[src/rtl/game_pkg.sv]
// Shared types and default tuning constants for the barrier collision logic.
package game_pkg;

  typedef enum logic [1:0] {
    ARMED     = 2'd0,
    HIT       = 2'd1,
    COOLDOWN  = 2'd2,
    GAME_OVER = 2'd3
  } collide_state_t;

  localparam int OVERLAP_MIN_DEF     = 4;
  localparam int COOLDOWN_FRAMES_DEF = 60;
  localparam int PULSE_CYCLES_DEF    = 4;
  localparam int BLINK_SHIFT_DEF     = 3;

endpackage

[src/rtl/barrier_collision_detector_if.sv]
// Sprite/frame inputs and lives-link outputs of the collision detector.
interface barrier_collision_detector_if;
  logic i_pix_valid;
  logic i_v_sync;
  logic i_player_hit;
  logic i_barrier_hit;
  logic i_out_of_lives;
  logic i_game_start;
  logic o_barrier_hit;
  logic o_invuln;
  logic o_blink;
  logic o_game_over;

  modport master (
    output i_pix_valid, i_v_sync, i_player_hit, i_barrier_hit, i_out_of_lives, i_game_start,
    input  o_barrier_hit, o_invuln, o_blink, o_game_over
  );

  modport slave (
    input  i_pix_valid, i_v_sync, i_player_hit, i_barrier_hit, i_out_of_lives, i_game_start,
    output o_barrier_hit, o_invuln, o_blink, o_game_over
  );
endinterface

[src/rtl/vsync_edge_detect.sv]
// Rising-edge detector on vertical sync: one flop plus an AND gate.
module vsync_edge_detect (
  input  logic i_clk,
  input  logic i_rst_n,
  input  logic i_v_sync,
  output logic o_rise
);
  logic v_sync_q, v_sync_d;

  // next sample is simply the current level
  always_comb v_sync_d = i_v_sync;

  // previous-cycle sample of v_sync
  always_ff @(posedge i_clk or negedge i_rst_n) begin
    if (!i_rst_n) v_sync_q <= 1'b0;
    else          v_sync_q <= v_sync_d;
  end

  assign o_rise = i_v_sync & ~v_sync_q;
endmodule

[src/rtl/barrier_collision_detector.sv]
// Per-frame player/barrier overlap counter, hit pulse generator and
// invulnerability window, frozen while the lives compositor reports game over.
module barrier_collision_detector
  import game_pkg::*;
#(
  parameter int OVERLAP_MIN     = OVERLAP_MIN_DEF,
  parameter int COOLDOWN_FRAMES = COOLDOWN_FRAMES_DEF,
  parameter int PULSE_CYCLES    = PULSE_CYCLES_DEF,
  parameter int BLINK_SHIFT     = BLINK_SHIFT_DEF
) (
  input logic i_clk,
  input logic i_rst_n,
  barrier_collision_detector_if.slave bus
);
  localparam int CW     = $clog2(OVERLAP_MIN + 1);
  localparam int FW_RAW = $clog2(COOLDOWN_FRAMES + 1);
  // frame counter must be wide enough to expose the blink bit
  localparam int FW     = (FW_RAW > BLINK_SHIFT) ? FW_RAW : BLINK_SHIFT + 1;
  localparam int PW     = (PULSE_CYCLES > 1) ? $clog2(PULSE_CYCLES) : 1;

  localparam logic [CW-1:0] CNT_MAX    = CW'(OVERLAP_MIN);
  localparam logic [FW-1:0] FRAME_LOAD = FW'(COOLDOWN_FRAMES);
  localparam logic [PW-1:0] PULSE_LOAD = PW'(PULSE_CYCLES - 1);

  collide_state_t  state_q, state_d;
  logic [CW-1:0]   cnt_q, cnt_d;
  logic [PW-1:0]   pulse_q, pulse_d;
  logic [FW-1:0]   frame_q, frame_d;
  logic            fedge;
  logic            qual;

  vsync_edge_detect u_vsync_edge (
    .i_clk   (i_clk),
    .i_rst_n (i_rst_n),
    .i_v_sync(bus.i_v_sync),
    .o_rise  (fedge)
  );

  assign qual = bus.i_pix_valid & bus.i_player_hit & bus.i_barrier_hit;

  // next-state: out_of_lives > game_start > frame edge > pixel count
  always_comb begin
    state_d = state_q;
    cnt_d   = cnt_q;
    pulse_d = pulse_q;
    frame_d = frame_q;
    if (bus.i_out_of_lives) begin
      state_d = GAME_OVER;
      pulse_d = '0;
    end else if (bus.i_game_start) begin
      state_d = ARMED;
      cnt_d   = '0;
      pulse_d = '0;
      frame_d = '0;
    end else begin
      // a pixel on the edge cycle belongs to the new frame
      if (fedge)                        cnt_d = qual ? CW'(1) : '0;
      else if (qual && cnt_q != CNT_MAX) cnt_d = cnt_q + CW'(1);

      case (state_q)
        ARMED: begin
          if (fedge && cnt_q == CNT_MAX) begin
            state_d = HIT;
            pulse_d = PULSE_LOAD;
            frame_d = FRAME_LOAD;
          end
        end
        HIT: begin
          // frames passing during the pulse still count toward cooldown
          if (fedge && frame_q != '0) frame_d = frame_q - FW'(1);
          if (pulse_q == '0) state_d = (frame_d == '0) ? ARMED : COOLDOWN;
          else               pulse_d = pulse_q - PW'(1);
        end
        COOLDOWN: begin
          if (fedge) begin
            if (frame_q <= FW'(1)) begin
              state_d = ARMED;
              frame_d = '0;
            end else begin
              frame_d = frame_q - FW'(1);
            end
          end
        end
        GAME_OVER: ;
        default: state_d = ARMED;
      endcase
    end
  end

  // state and counter registers
  always_ff @(posedge i_clk or negedge i_rst_n) begin
    if (!i_rst_n) begin
      state_q <= ARMED;
      cnt_q   <= '0;
      pulse_q <= '0;
      frame_q <= '0;
    end else begin
      state_q <= state_d;
      cnt_q   <= cnt_d;
      pulse_q <= pulse_d;
      frame_q <= frame_d;
    end
  end

  // outputs decode straight from state so reset clears them immediately
  assign bus.o_barrier_hit = (state_q == HIT);
  assign bus.o_invuln      = (state_q == HIT) || (state_q == COOLDOWN);
  assign bus.o_blink       = (state_q == COOLDOWN) && frame_q[BLINK_SHIFT];
  assign bus.o_game_over   = (state_q == GAME_OVER);
endmodule

[src/flat_wrapper.sv]
// flat-port wrapper written by rule: the top's interface ports become plain ports
module barrier_collision_detector_flat import game_pkg::*;
#(
  parameter int OVERLAP_MIN     = OVERLAP_MIN_DEF,
  parameter int COOLDOWN_FRAMES = COOLDOWN_FRAMES_DEF,
  parameter int PULSE_CYCLES    = PULSE_CYCLES_DEF,
  parameter int BLINK_SHIFT     = BLINK_SHIFT_DEF
)
  (i_clk, i_rst_n, bus_i_pix_valid, bus_i_v_sync, bus_i_player_hit, bus_i_barrier_hit, bus_i_out_of_lives, bus_i_game_start, bus_o_barrier_hit, bus_o_invuln, bus_o_blink, bus_o_game_over);
  barrier_collision_detector_if bus_i ();
  input logic i_clk;
  input logic i_rst_n;
  input wire logic [$bits(bus_i.i_pix_valid)-1:0] bus_i_pix_valid;
  input wire logic [$bits(bus_i.i_v_sync)-1:0] bus_i_v_sync;
  input wire logic [$bits(bus_i.i_player_hit)-1:0] bus_i_player_hit;
  input wire logic [$bits(bus_i.i_barrier_hit)-1:0] bus_i_barrier_hit;
  input wire logic [$bits(bus_i.i_out_of_lives)-1:0] bus_i_out_of_lives;
  input wire logic [$bits(bus_i.i_game_start)-1:0] bus_i_game_start;
  output wire logic [$bits(bus_i.o_barrier_hit)-1:0] bus_o_barrier_hit;
  output wire logic [$bits(bus_i.o_invuln)-1:0] bus_o_invuln;
  output wire logic [$bits(bus_i.o_blink)-1:0] bus_o_blink;
  output wire logic [$bits(bus_i.o_game_over)-1:0] bus_o_game_over;
  assign bus_i.i_pix_valid = bus_i_pix_valid;
  assign bus_i.i_v_sync = bus_i_v_sync;
  assign bus_i.i_player_hit = bus_i_player_hit;
  assign bus_i.i_barrier_hit = bus_i_barrier_hit;
  assign bus_i.i_out_of_lives = bus_i_out_of_lives;
  assign bus_i.i_game_start = bus_i_game_start;
  assign bus_o_barrier_hit = bus_i.o_barrier_hit;
  assign bus_o_invuln = bus_i.o_invuln;
  assign bus_o_blink = bus_i.o_blink;
  assign bus_o_game_over = bus_i.o_game_over;
  barrier_collision_detector #(.OVERLAP_MIN(OVERLAP_MIN), .COOLDOWN_FRAMES(COOLDOWN_FRAMES), .PULSE_CYCLES(PULSE_CYCLES), .BLINK_SHIFT(BLINK_SHIFT)) u_core (.i_clk(i_clk), .i_rst_n(i_rst_n), .bus(bus_i));
endmodule
[config.mk]
export PLATFORM = sky130hd
export DESIGN_NAME = barrier_collision_detector_flat
export DESIGN_NICKNAME = d
export VERILOG_FILES = /design/src/rtl/game_pkg.sv /design/src/rtl/barrier_collision_detector_if.sv /design/src/rtl/vsync_edge_detect.sv /design/src/rtl/barrier_collision_detector.sv /design/src/flat_wrapper.sv
export SDC_FILE = /design/constraint.sdc
export NUM_CORES = 1
export LEC_CHECK = 0
export CORE_MARGIN = 8
export CORE_UTILIZATION = 45
export CTS_BUF_LIST = sky130_fd_sc_hd__clkbuf_8
export DETAILED_ROUTE_END_ITERATION = 16
export PLACE_DENSITY = 0.62
export SLEW_MARGIN = 20
export SYNTH_ARGS = -nofsm -noshare
export SYNTH_HDL_FRONTEND = slang
export SYNTH_HIERARCHICAL = 1
export SYNTH_SLANG_ARGS = --single-unit
[constraint.sdc]
create_clock -name i_clk -period 5.5 [get_ports i_clk]
set_clock_uncertainty 0.2 [all_clocks]
set_input_delay 1.65 -clock i_clk [delete_from_list [all_inputs] [get_ports i_clk]]
set_output_delay 1.65 -clock i_clk [all_outputs]
set_load 0.05 [all_outputs]
==> metrics.csv <==
stage,metric,value,unit
worst_setup_path,worstPathMaxFanout,8,
yosys,synth_cell_type_count,48,
routing,dr_total_vias,1173,
layout,drive_above_1_share,0.0769,
floorplan,fp.dieArea,4750,µm²
clock_network,clock-sinks,14,
yosys,async_reset_ff_frac,1.00,
clock_network,cts_setup_buffers,0,
power,power_leakage,0.000590,µW
sta,final.setup.tns,0,ns
sta,rsz0062_at_grt,false,
routing,dr.first_iter.drc_count,102,
sta,worst_slack,1.55,ns
global_routing,grt_antenna_before_repair,0,
power,sequentialPowerShare,0.335,
layout,mostFrequentLayoutCell,sky130_fd_sc_hd__nor2_1,
place,post_place_worst_slack,1.73,ns
routing,wirelength,3150,µm
yosys,synth_enable_flop_cells,0,
sta,final-max-slew-violation-count,0,
layout,area_delta_synth_final,12.2,%
layout,antennaDiodeCount,0,
yosys,postSynthRegisterBits,14,
place,place.detailed.instances,184,
routing,viasPerCell,6.27,
floorplan,floorplan.initialDensity,0.465,
worst_setup_path,critical_path_class,flop to primary output,
worst_setup_path,critical_path.reg2reg.startpoint,u_core/state_q[1],
sta,relSlewSlack,0.532,
worst_setup_path,crit_required,3.65,ns
floorplan,floorplan.io_pins,12,
power,p_per_area,297,nW/µm²
worst_setup_path,critical-path-max-stage-delay,0.80,ns
global_routing,global_route.peak_usage_layer,met2,
layout,mostFrequentLayoutCells,"sky130_fd_sc_hd__nor2_1 (15), sky130_fd_sc_hd__dfrtp_1 (14), sky130_fd_sc_hd__inv_1 (12), sky130_fd_sc_hd__clkdlybuf4s50_1 (11), sky130_fd_sc_hd__ha_1 (10)",
clock_network,cts_inserted_buffers,3,
layout,final_util,0.522,
power,switching_share,0.419,
global_routing,wire_length_of_the_first_global_routing_pass,5260,µm
routing,route.detailed.drc,0,
sta,worst-slew-pin-transition,0.700,ns
sta,max_freq,0.253,GHz
global_routing,met1_usage,0.186,
worst_setup_path,setup.worst_path.start_class,flop,
place,numPortBuffers,11,
clock_network,cts_resized,0,
sta,fin_crit_sh,0.719,
yosys,netlist_instances,151,
floorplan,cell_rows,19,
global_routing,grt_max_degree,15,
worst_hold_path,hold_start,u_core/pulse_q[1],
place,gpl.final_weighted_congestion,0.937,
worst_setup_path,critical_path.startpoint,u_core/state_q[0],
power,power.switching,176,µW
yosys,synthesis.area,1260,µm²
clock_network,clk-insertion-delay-late,0.25,ns
yosys,netlist.top_cell.by_area,sky130_fd_sc_hd__dfrtp_1,
yosys,avgSynthCellArea,8.34,µm²
global_routing,grt_pass1_vias,1113,
worst_setup_path,worstSetupEndpointType,primary output,
floorplan,placeableCoreArea,2710,µm²
global_routing,grt_remaining_overflow,0,
sta,number_of_endpoints_failing_setup_at_the_final_stage,0,
global_routing,grt_util_met3,0.0355,
worst_setup_path,crit_path_cell_trace,inv_1 -> ha_1 -> and2_1 -> clkdlybuf4s50_1,
layout,nNetsFinal,176,
power,combinational_power_share,0.461,
yosys,synth-seq-area-share,0.278,
clock_network,htree_num_levels,1,
worst_hold_path,hold_path.class,flop to flop,
routing,detailedRoute.firstPassIterationCount,4,
power,finalPower,420,µW
routing,detail-route-antenna-nets,0,
floorplan,die-width,68.9,µm
clock_network,clock_slew_at_the_register_clock_pins_of_the_worst_setup_and_hold_paths,0.06,ns
run,cap_viol_max_count,0,
worst_setup_path,timing.critical_path.arrival,2.10,ns
clock_network,tritoncts,built,
power,power.clock.fraction,0.205,
worst_setup_path,timing.critical_path.slowest_stage_cell,sky130_fd_sc_hd__clkdlybuf4s50_1,
clock_network,clock_root_buffer,sky130_fd_sc_hd__clkbuf_8,
yosys,ys_dominant_reg_cell,sky130_fd_sc_hd__dfrtp_1,
yosys,number_of_nets_in_the_synthesized_netlist,169,
global_routing,track_usage,0.145,
yosys,post_synth_main_area_contributors,"sky130_fd_sc_hd__dfrtp_1 (28%), sky130_fd_sc_hd__ha_1 (9.9%), sky130_fd_sc_hd__nor2_1 (4.5%), sky130_fd_sc_hd__mux2i_1 (4.0%), sky130_fd_sc_hd__inv_1 (3.6%)",
yosys,yosysWarningCount,6,
clock_network,hold_buf_cts,0,
yosys,post-synth-top-area-fraction,0.278,
layout,fin_cells,187,
floorplan,overall_die_height,68.9,µm
clock_network,ctsLongestPathBuffers,2,
sta,final.min_clock_period,3.95,ns
place,dpl.hpwl,2240,µm
routing,post_drt_wl_per_cell,16.8,µm
power,internal-power,244,µW
global_routing,grt.met2_usage,0.228,
sta,finalHoldViolations,0,
status,run_status,finished clean,
power,vdd_drop_max,0.208,mV
-- path summary, 6_finish.rpt --
kind	depth (start not counted)	slack, ns	end
worst max-delay path	4	1.55	bus_o_blink
worst min-delay path	2	0.38	u_core/pulse_q[1]
worst max register to register	6	2.95	u_core/frame_q[3]
worst min register to register	2	0.38	u_core/pulse_q[1]
max in group asynchronous	1	3.03	u_core/state_q[0]
min in group asynchronous	1	1.62	u_core/frame_q[2]
-- cells in the mapped netlist, types with 3 or more instances --
master                      n
sky130_fd_sc_hd__nor2_1    15
sky130_fd_sc_hd__dfrtp_1   14
sky130_fd_sc_hd__inv_1     12
sky130_fd_sc_hd__ha_1      10
sky130_fd_sc_hd__nand2_1    8
sky130_fd_sc_hd__o21ai_0    8
sky130_fd_sc_hd__a21oi_1    6
sky130_fd_sc_hd__clkbuf_1   6
sky130_fd_sc_hd__mux2i_1    5
sky130_fd_sc_hd__nor4_1     5
sky130_fd_sc_hd__nand3_1    4
sky130_fd_sc_hd__nand2b_1   3
sky130_fd_sc_hd__nor2b_1    3
sky130_fd_sc_hd__nor3_1     3
sky130_fd_sc_hd__o21ai_1    3
sky130_fd_sc_hd__o31a_1     3
sky130_fd_sc_hd__o32ai_1    3
-- registers in the layout, summed over array words and instances, names as in the netlist --
register,cells
u_core/pulse_q,2
u_core/frame_q,6
u_core/cnt_q,3
u_core/state_q,2
u_core/u_vsync_edge/v_sync_q,1
-- through the flow --
stage / hold slack [ns] / instance area [µm²]
floorplan: 0.326 / 1260
global placement: 0.369 / 1370
detailed placement: 0.366 / 1370
CTS: 0.379 / 1410
global route: 0.410 / 1410
finish: 0.383 / 1410
-- worst max-delay path, delay by kind of cell (launching register included) --
kind,cells,cell delay [ns]
buffers and inverters,2,0.89
flip-flops,1,0.41
adder cells (fa/ha/maj),1,0.38
AND/OR/NAND/NOR,1,0.18
-- layer usage --
layer  wire length (µm)  part of all wire
met5                  0                 0
met2               1460              0.46
met4                 58             0.018
met1               1420              0.45
met3                204             0.065
-- power groups by stage --
stage / clock network [µW] / logic [µW] / registers [µW]
CTS: 90.3 / 192 / 140
detailed placement: 0 / 189 / 142
finish: 85.9 / 194 / 141
global placement: 0 / 188 / 141
global route: 93.5 / 214 / 143
floorplan: 0 / 160 / 127
-- final cells by class --
cell class	instances	area (µm²)
Clock buffer	3	41.3
Fill cell	276	1300
Inverter	12	45.0
Multi-Input combinational cell	116	828
Sequential cell	14	350
Tap cell	31	38.8
Timing Repair Buffer	11	110
-- cells by family after synthesis --
family | after synthesis | synth area share
xor gates and xnor gates | 1 | 0.00695
adders and majority gates | 10 | 0.0993
and+or+nand+nor | 56 | 0.249
muxes | 6 | 0.0487
AOI/OAI and AO/OA | 43 | 0.253
DFF | 14 | 0.278
buffers and inverters | 21 | 0.0645
Power figures use the tool's default switching activity.
